==> src/rtl/spectrum_band_leveler_pkg.sv <==
// ---------------------------------------------------------------------------
// spectrum_band_leveler_pkg
//   Shared types for the spectrum band leveler and the beat detector that
//   consumes its output. The beat detector imports band_levels_t from here so
//   both sides agree on the packed 16 x 4-bit level layout.
//
//   Contents:
//     N_BANDS, LEVEL_W, LEVEL_MAX  band count and level width
//     level_t                      one 4-bit band level
//     band_levels_t                [15:0][3:0] level array, band 0 = lowest bins
//     band_idx_t                   index of one band
//     state_t                      leveler FSM states
//     decayLevel / maxLevel        peak-hold helpers
// ---------------------------------------------------------------------------
package spectrum_band_leveler_pkg;

  localparam int N_BANDS   = 16;
  localparam int LEVEL_W   = 4;
  localparam int LEVEL_MAX = (1 << LEVEL_W) - 1;

  typedef logic [LEVEL_W-1:0]                  level_t;
  typedef logic [N_BANDS-1:0][LEVEL_W-1:0]     band_levels_t;
  typedef logic [$clog2(N_BANDS)-1:0]          band_idx_t;

  typedef enum logic [1:0] {
    S_ACCUM   = 2'd0,
    S_QUANT   = 2'd1,
    S_PUBLISH = 2'd2
  } state_t;

  // Held level after one frame of fall, saturating at zero.
  function automatic level_t decayLevel(input level_t held, input level_t step);
    return (held > step) ? level_t'(held - step) : '0;
  endfunction

  // Larger of two levels; a fresh peak always wins over the decaying value.
  function automatic level_t maxLevel(input level_t a, input level_t b);
    return (a > b) ? a : b;
  endfunction

endpackage

==> src/rtl/spectrum_band_leveler_quantizer.sv <==
// ---------------------------------------------------------------------------
// band_level_quantizer
//   Purely combinational log-level mapping of one band sum.
//   level = 0 when the sum is zero, otherwise the position of the most
//   significant set bit plus one, minus LEVEL_SHIFT, clamped to 0..LEVEL_MAX.
//
//   Ports:
//     sum_i    in   SUM_W    band sum to be mapped
//     level_o  out  LEVEL_W  resulting raw level (before peak-hold)
// ---------------------------------------------------------------------------
module band_level_quantizer
  import spectrum_band_leveler_pkg::*;
#(
  parameter int SUM_W       = 20,
  parameter int LEVEL_SHIFT = 4
) (
  input  logic [SUM_W-1:0] sum_i,
  output level_t           level_o
);

  int msbPos;
  int rawLevel;

  // Priority encoder scans upward so the last set bit seen is the msb; the
  // shifted result is then clamped into the level range. A zero sum has no
  // msb at all and is forced to level 0 rather than treated as bit 0.
  always_comb begin
    msbPos = 0;
    for (int b = 0; b < SUM_W; b++) begin
      if (sum_i[b]) begin
        msbPos = b;
      end
    end
    rawLevel = msbPos + 1 - LEVEL_SHIFT;
    if (sum_i == '0) begin
      level_o = '0;
    end else if (rawLevel < 0) begin
      level_o = '0;
    end else if (rawLevel > LEVEL_MAX) begin
      level_o = level_t'(LEVEL_MAX);
    end else begin
      level_o = level_t'(rawLevel);
    end
  end

endmodule

==> src/rtl/spectrum_band_leveler.sv <==
// ---------------------------------------------------------------------------
// spectrum_band_leveler
//   Upstream feeder of the beat detector. Streams one frame of FFT magnitude
//   bins, sums them into 16 contiguous bands, converts each band sum into a
//   4-bit log level with peak-hold/decay and publishes the 16-level array once
//   per frame together with a one-cycle done pulse.
//
//   Ports:
//     i_clk         in   1             system clock
//     i_rst_n       in   1             asynchronous reset, active-low
//     i_bin_valid   in   1             bin magnitude valid
//     i_bin_mag     in   MAG_W         unsigned bin magnitude
//     i_bin_last    in   1             final bin of frame (qualified by handshake)
//     o_bin_ready   out  1             a bin is accepted this cycle if valid
//     o_level       out  band_levels_t published levels, band 0 = lowest bins
//     o_frame_done  out  1             one-cycle pulse while fresh o_level is shown
//
//   Frame flow: S_ACCUM takes bins until the last one, S_QUANT spends one
//   cycle per band updating the held levels, S_PUBLISH shows the result for a
//   single cycle before bins are accepted again.
// ---------------------------------------------------------------------------
module spectrum_band_leveler
  import spectrum_band_leveler_pkg::*;
#(
  parameter int N_BINS      = 256,
  parameter int MAG_W       = 16,
  parameter int LEVEL_SHIFT = 4,
  parameter int DECAY_STEP  = 1
) (
  input  logic             i_clk,
  input  logic             i_rst_n,
  input  logic             i_bin_valid,
  input  logic [MAG_W-1:0] i_bin_mag,
  input  logic             i_bin_last,
  output logic             o_bin_ready,
  output band_levels_t     o_level,
  output logic             o_frame_done
);

  localparam int BPB   = N_BINS / N_BANDS;
  localparam int SUM_W = MAG_W + $clog2(BPB);
  localparam int IDX_W = $clog2(N_BINS);
  // A band of a single bin still needs a 1-bit position counter.
  localparam int POS_W = (BPB > 1) ? $clog2(BPB) : 1;

  localparam logic [IDX_W-1:0] LAST_IDX   = IDX_W'(N_BINS - 1);
  localparam logic [POS_W-1:0] LAST_POS   = POS_W'(BPB - 1);
  localparam band_idx_t        LAST_BAND  = band_idx_t'(N_BANDS - 1);
  localparam level_t           DECAY      = level_t'(DECAY_STEP);

  state_t           state_q;
  logic [IDX_W-1:0] binIdx_q;
  logic [POS_W-1:0] bandPos_q;
  band_idx_t        band_q;
  band_idx_t        quantIdx_q;
  logic [SUM_W-1:0] accSum_q;
  logic [SUM_W-1:0] accSum_d;
  logic [SUM_W-1:0] bandSum_q [N_BANDS];
  band_levels_t     held_q;
  band_levels_t     held_d;
  band_levels_t     level_q;
  logic             frameDone_q;

  logic             binAccept;
  logic             bandEnd;
  logic             frameEnd;
  level_t           rawLevel;
  level_t           heldLevel_d;

  band_level_quantizer #(
    .SUM_W       (SUM_W),
    .LEVEL_SHIFT (LEVEL_SHIFT)
  ) u_quantizer (
    .sum_i   (bandSum_q[quantIdx_q]),
    .level_o (rawLevel)
  );

  // Handshake and band/frame boundary detection for the bin being offered,
  // plus the running sum including it. The accumulator is wide enough for a
  // full band of maximum magnitudes, so the add never wraps.
  always_comb begin
    binAccept = i_bin_valid && (state_q == S_ACCUM);
    accSum_d  = accSum_q + SUM_W'(i_bin_mag);
    bandEnd   = (bandPos_q == LAST_POS) || i_bin_last;
    frameEnd  = i_bin_last || (binIdx_q == LAST_IDX);
  end

  // Peak-hold update for the band being quantized this cycle. held_d is the
  // whole array with that one band replaced, so the final quantize cycle can
  // load o_level with the band-15 result that is being written simultaneously.
  always_comb begin
    heldLevel_d         = maxLevel(rawLevel, decayLevel(held_q[quantIdx_q], DECAY));
    held_d              = held_q;
    held_d[quantIdx_q]  = heldLevel_d;
  end

  // Frame FSM together with the datapath registers it sequences. Each band
  // sum is cleared right after it has been quantized, so a frame that ends
  // early with i_bin_last leaves the unreached bands at zero for the next
  // quantize pass without any extra clearing step.
  always_ff @(posedge i_clk or negedge i_rst_n) begin
    if (!i_rst_n) begin
      state_q     <= S_ACCUM;
      binIdx_q    <= '0;
      bandPos_q   <= '0;
      band_q      <= '0;
      quantIdx_q  <= '0;
      accSum_q    <= '0;
      held_q      <= '0;
      level_q     <= '0;
      frameDone_q <= 1'b0;
      for (int b = 0; b < N_BANDS; b++) begin
        bandSum_q[b] <= '0;
      end
    end else begin
      case (state_q)
        S_ACCUM: begin
          if (binAccept) begin
            if (bandEnd) begin
              bandSum_q[band_q] <= accSum_d;
              accSum_q          <= '0;
              bandPos_q         <= '0;
              band_q            <= band_q + 1'b1;
            end else begin
              accSum_q          <= accSum_d;
              bandPos_q         <= bandPos_q + 1'b1;
            end
            if (frameEnd) begin
              binIdx_q   <= '0;
              bandPos_q  <= '0;
              band_q     <= '0;
              quantIdx_q <= '0;
              state_q    <= S_QUANT;
            end else begin
              binIdx_q   <= binIdx_q + 1'b1;
            end
          end
        end

        S_QUANT: begin
          held_q                <= held_d;
          bandSum_q[quantIdx_q] <= '0;
          if (quantIdx_q == LAST_BAND) begin
            level_q     <= held_d;
            frameDone_q <= 1'b1;
            state_q     <= S_PUBLISH;
          end else begin
            quantIdx_q  <= quantIdx_q + 1'b1;
          end
        end

        S_PUBLISH: begin
          frameDone_q <= 1'b0;
          state_q     <= S_ACCUM;
        end

        default: begin
          frameDone_q <= 1'b0;
          state_q     <= S_ACCUM;
        end
      endcase
    end
  end

  // Outputs come straight from registers; ready only depends on the state.
  always_comb begin
    o_bin_ready  = (state_q == S_ACCUM);
    o_level      = level_q;
    o_frame_done = frameDone_q;
  end

endmodule

==> config.mk <==
export PLATFORM = sky130hd
export DESIGN_NAME = spectrum_band_leveler
export DESIGN_NICKNAME = d
export VERILOG_FILES = /design/src/rtl/spectrum_band_leveler_pkg.sv /design/src/rtl/spectrum_band_leveler_quantizer.sv /design/src/rtl/spectrum_band_leveler.sv
export SDC_FILE = /design/constraint.sdc
export NUM_CORES = 1
export LEC_CHECK = 0
export CAP_MARGIN = 20
export CORE_ASPECT_RATIO = 1.25
export CORE_MARGIN = 1
export CORE_UTILIZATION = 49
export CTS_BUF_LIST = sky130_fd_sc_hd__clkbuf_4
export CTS_CLUSTER_DIAMETER = 50
export DETAILED_ROUTE_END_ITERATION = 8
export MAX_ROUTING_LAYER = met4
export PLACE_DENSITY = 0.75
export SKIP_LAST_GASP = 1
export SLEW_MARGIN = 20
export SYNTH_ARGS = -nofsm -noshare
export SYNTH_HDL_FRONTEND = slang
export SYNTH_HIERARCHICAL = 1
export SYNTH_SLANG_ARGS = --single-unit
export TNS_END_PERCENT = 100
==> constraint.sdc <==
create_clock -name i_clk -period 14.6 [get_ports i_clk]
set_input_delay 2.19 -clock i_clk [delete_from_list [all_inputs] [get_ports i_clk]]
set_output_delay 2.19 -clock i_clk [all_outputs]
set_load 0.01 [all_outputs]
* Yosys cells after proc, flatten, opt, wreduce, memory -nomap -nowiden *
Cells that the tools add are included.
W data, S select, Z words.

word-level totals
  logic and storage cells = 160
  input port bits = 20
  output and inout bits = 66
  register bits after elaboration = 491

operators by class
  muxes and demuxes = 56
  add/sub/neg operators = 8
  equal/unequal tests = 9
  magnitude comparators = 10
  bitwise gates (word level) = 5
  reductions and logical operators = 17

operator list
  cell                     count
  $mux W320                2
  $pmux W320 S2            1
  $and A320 B320 Y320      1
  $bwmux W320              1
  $not A320 Y320           1
  $demux W20 S4            2
  $mux W20                 5
  $mux W4                  22
  $bmux W20 S4             1
  $bwmux W64               1
  $gt A32 B5 Y1 const B    1
  $lt A32 B1 Y1 const B    1
  $sub A32 B4 Y32 const B  1
  $add A20 B16 Y20         1
  $logic_not A20 Y1        1
  $mux W5                  4
  $bmux W4 S4              1
  $demux W4 S4             1
  $add A4 B1 Y4 const B    3
  $mux W3                  4
  $ge A5 B5 Y1 const B     2
  $lt A5 B1 Y1 const B     2
  $mux W2                  5
  $not A4 Y5               2
  other kinds (25)         39

* Longest topological paths before layout *
  depth in word-level cells = 32
  depth in mapped cells = 27
  depth with buffers taken out = 22

* By module *
Netlist, hierarchy kept.

by module, submodules not included
  module                 times used  sequential area each (um2)  area each (um2)  cells each
  spectrum_band_leveler  1           12,286.8                    22,729.3         2,142
  band_level_quantizer   1           0.0                         416.6            63

* Worst setup path before layout *
Ideal clock, no wire load.

  path kind = register to register
  from = reg quantIdx_q[0]
  to = reg level_q (netlist bit o_level[48])
  buffers on the path = 5
  library setup time = 0.118 ns
  required time = 14.482 ns
  clock period less this slack = 6.261 ns
  data arrival time = 6.143 ns
  cell stages (with the launch flop) = 28
  setup slack = 8.339 ns
  path through = dfrtp_1 > buf_6 > buf_6 > buf_1 > buf_1 > mux4_2 > mux4_2 > nand2b_1 > a221o_1 > a211oi_2 > o21ai_1 > inv_1 > ha_1 > a21oi_1 > ha_1 > nor2b_1 > o31ai_1 > inv_1 > a22oi_1 > ha_1 > nor2b_1 > o21a_1 > o21ai_0 > a21o_1 > mux2i_1 > clkbuf_1 > a21oi_1 > a21o_1

between the ends
  longest elaborated chain between the ends = 32
  elaborated cells between the ends (all ways) = 46
  those cells by class = 3 x add/sub; 6 x order compare; 1 x eq/ne; 32 x mux; 1 x bitwise; 3 x reduce/logical

ends and longest elaborated chain
  element                                         line                                   source
  from (decl)                                     spectrum_band_leveler.sv:55            band_idx_t quantIdx_q;
  from (signal assigned)                          spectrum_band_leveler.sv:148           quantIdx_q <= quantIdx_q + 1'b1;
  $not A4 Y5 (implied by the code) *              spectrum_band_leveler.sv:74            .sum_i (bandSum_q[quantIdx_q]),
  $bmux W20 S4 *                                  spectrum_band_leveler.sv:74
  $mux W20 (implied by the code) * (2 in series)  spectrum_band_leveler.sv:74
  $mux W1                                         spectrum_band_leveler_quantizer.sv:30  if (sum_i[b]) begin
  $mux W2 (2 in series)                           spectrum_band_leveler_quantizer.sv:30
  $mux W3 (4 in series)                           spectrum_band_leveler_quantizer.sv:30
  $mux W4 (8 in series)                           spectrum_band_leveler_quantizer.sv:30
  $mux W5 (4 in series)                           spectrum_band_leveler_quantizer.sv:30
  [2 not listed]                                  -
  $gt A32 B5 Y1                                   spectrum_band_leveler_quantizer.sv:39  end else if (rawLevel > LEVEL_MAX) begin
  $mux W4                                         spectrum_band_leveler_quantizer.sv:39
  $mux W4                                         spectrum_band_leveler_quantizer.sv:37  end else if (rawLevel < 0) begin
  $mux W4 *                                       spectrum_band_leveler_quantizer.sv:35  if (sum_i == '0) begin
  via rawLevel[1]                                 spectrum_band_leveler.sv:67            level_t rawLevel;
  $gt A4 B4 Y1 *                                  spectrum_band_leveler_pkg.sv:38        return (a > b) ? a : b;
  $mux W4 *                                       spectrum_band_leveler_pkg.sv:38
  $bwmux W64 *                                    spectrum_band_leveler.sv:94            held_d[quantIdx_q] = heldLevel_d;
  to (signal assigned)                            spectrum_band_leveler.sv:144           level_q <= held_d;
  to (decl)                                       spectrum_band_leveler.sv:61            band_levels_t level_q;

Mark *: on every way through the listed nets, which the timed path passes. The rest lies on a longest branch. The select of a mux whose other input is x is not followed.
A chain may end at the register's enable or synchronous reset.

* Worst setup path after layout *
  from = reg quantIdx_q[0]
  to = reg level_q (netlist bit o_level[52])

The elaborated chain is that of the path after synthesis.

==> results.yml <==
sta:
  final_hold_viol_count: 0
  fmax_ghz: 0.142
  worstMarginPinSlew_ps: 1120
  drv_slew: 0
  finalCritPeriodShare_pct: 48.4
  holdWs_ps: 463
  fin_worst_skew_ps: 63.4
  rsz0062_at_grt: "no"
  max_slew_margin_pct: 25.1
  fin_setup_tns_ps: 0
  final-setup-viol-count: 0
  fin_crit_ps: 7060
run_status:
  violations: "DRC"
  status: "finished with violations"
routing:
  vias: 18100
  drcViolationCount: 9
  drt-initial-drc-count: 1700
  drt-total-wl_mm: 63.6
  ant_nets: 0
  vias_per_cell: 6.31
  wl_per_cell_um: 22.2
  firstDrtPassIters: 9
floorplanning:
  row_count: 87
  core_um2: 45200
  start_util_pct: 49.7
  die_area_um2: 46700
  die_h_um: 241
  fp.dieW_um: 194
  io_pins: 86
place:
  dp_hpwl_mm: 38.6
  routabilityCongestion: 0.914
  numPortBuffers: 85
synth:
  syn_inst: 2151
  netlist_area_um2: 22500
  synth_area_per_cell_um2: 10.4
  yosysWarningCount: 6
  syn-num-nets: 2207
power:
  p_int_uw: 3120
  seqPwrFrac_pct: 31.3
  ir_worst_vdd_mv: 0.503
  p_clk_share_pct: 18.0
  leakagePower_uw: 0.0112
  power_uw: 5830
  p_sw_share_pct: 46.5
  comb_power_share_pct: 50.7
  switchingPower_uw: 2710
  powerDensity_nw_per_um2: 232
clocking:
  postCtsSetupBuffers: 0
  cts_tree: "done"
  cts_inserted_buffers: 110
  cts.sinks: 475
  clk_pin_slew_worst_paths_ps: 60
  cts.path.max_buffers: 3
  cts_resized: 0
  h-tree-depth: 3
  insertion_delay_ps: 870
  holdBufCountCts: 0
  cts-root-buf: "clkbuf_4"
global_route:
  grt_start_max_net_pins: 130
  grt_pass1_wl_mm: 101
  first_global_vias: 18100
  antenna_found_initial: 1
  gr-total-overflow: 0
  grtUsageTotal_pct: 28.8
critical_path:
  crit_type: "flop to flop"
  crit_required_ps: 15320
  path_max_fanout: 39
  startpoint_type: "flop"
  crit_path_end_kind: "flop"
  rr_startpoint: "quantIdx_q[0]$_DFFE_PN0P_"
  startpoint: "quantIdx_q[0]$_DFFE_PN0P_"
  cp.arrival_ps: 7780
cells_and_area:
  area_growth_pct: 11.9
  drive_above_1_share_pct: 15.9
  final_nets: 2256
worst_hold_path:
  hp-class: "flop to flop"
  min_from: "o_level[34]$_DFFE_PN0P_"
flow_run:
  drv_cap: 0
## through the flow
step	instance area, um^2	worst slack [ps]	util [%]	instances
6_report	25100	7540	55.7	2864
5_1_grt	25100	7110	55.7	2864
4_1_cts	25100	7590	55.6	2863
3_5_place_dp	23700	7640	52.6	2666
3_3_place_gp	23700	7900	52.5	2665
2_1_floorplan	22500	8400	-	2151
## placed cells by master, fill, tap and decap left out, drive strengths merged, types with 41 or more instances in the layout
cell	n
o21ai	413
a21oi	54
clkdlybuf4s50	84
nand3	367
nor2	45
mux4	111
buf	41
dfrtp	475
clkbuf	160
nand2	243
## state kept, by name, summed over array words and instances (netlist names)
signal,cells
bandPos_q,4
o_level,64
binIdx_q,8
state_q,2
o_frame_done,1
band_q,4
held_q,64
quantIdx_q,4
accSum_q,20
bandSum_q,304
## per-layer routing
layer | GRT usage [%] | wire length [um]
met5 | - | 0
met4 | 17.3 | 3640
met3 | 6.29 | 5490
met2 | 47.5 | 31200
met1 | 32.3 | 23200
## critical path, cell delays in order (launching register included)
cell	delay, ps
dfrtp_4	840
buf_4	730
mux4_2	600
mux4_2	490
nand2b_1	210
a221o_1	340
a211oi_2	220
o21ai_1	140
inv_1	80
ha_1	180
a21oi_1	50
ha_1	270
nor2b_1	300
o31ai_1	150
inv_1	80
a22oi_1	90
ha_1	330
nor2b_1	140
o21a_1	160
o21ai_0	230
a21o_1	300
mux2i_1	290
buf_4	300
a21oi_1	110
a21o_1	170
## path summary, 6_finish.rpt
path | endpoint | slack, ps | cells past startpoint
worst max-delay path | o_level[52]$_DFFE_PN0P_ | 7540 | 24
max in group asynchronous | quantIdx_q[0]$_DFFE_PN0P_ | 10840 | 3
worst max register to register | o_level[52]$_DFFE_PN0P_ | 7540 | 24
min in group asynchronous | accSum_q[14]$_DFFE_PN0P_ | 1400 | 1
worst min-delay path | o_level[34]$_DFFE_PN0P_ | 460 | 2
worst min register to register | o_level[34]$_DFFE_PN0P_ | 460 | 2
## power by group through the flow
stage / Combinational, uW / Clock [uW] / Sequential, uW
after floorplan: 2010 / 0 / 1760
after global placement: 2810 / 0 / 1830
after detailed placement: 2900 / 0 / 1850
after CTS: 2910 / 1070 / 1820
after global routing: 3180 / 1140 / 1860
final: 2960 / 1050 / 1830
## final cells by class
type	count	area (um^2)
clock inverters	37	181
well taps	578	723
flip-flops and latches	475	11900
clock buffers	160	1200
diodes	1	2.50
multi-input cells	1461	9880
fillers	3826	20000
repair buffers	125	1160
inverters	27	101
Note: power is estimated with default switching activity, not from simulation.
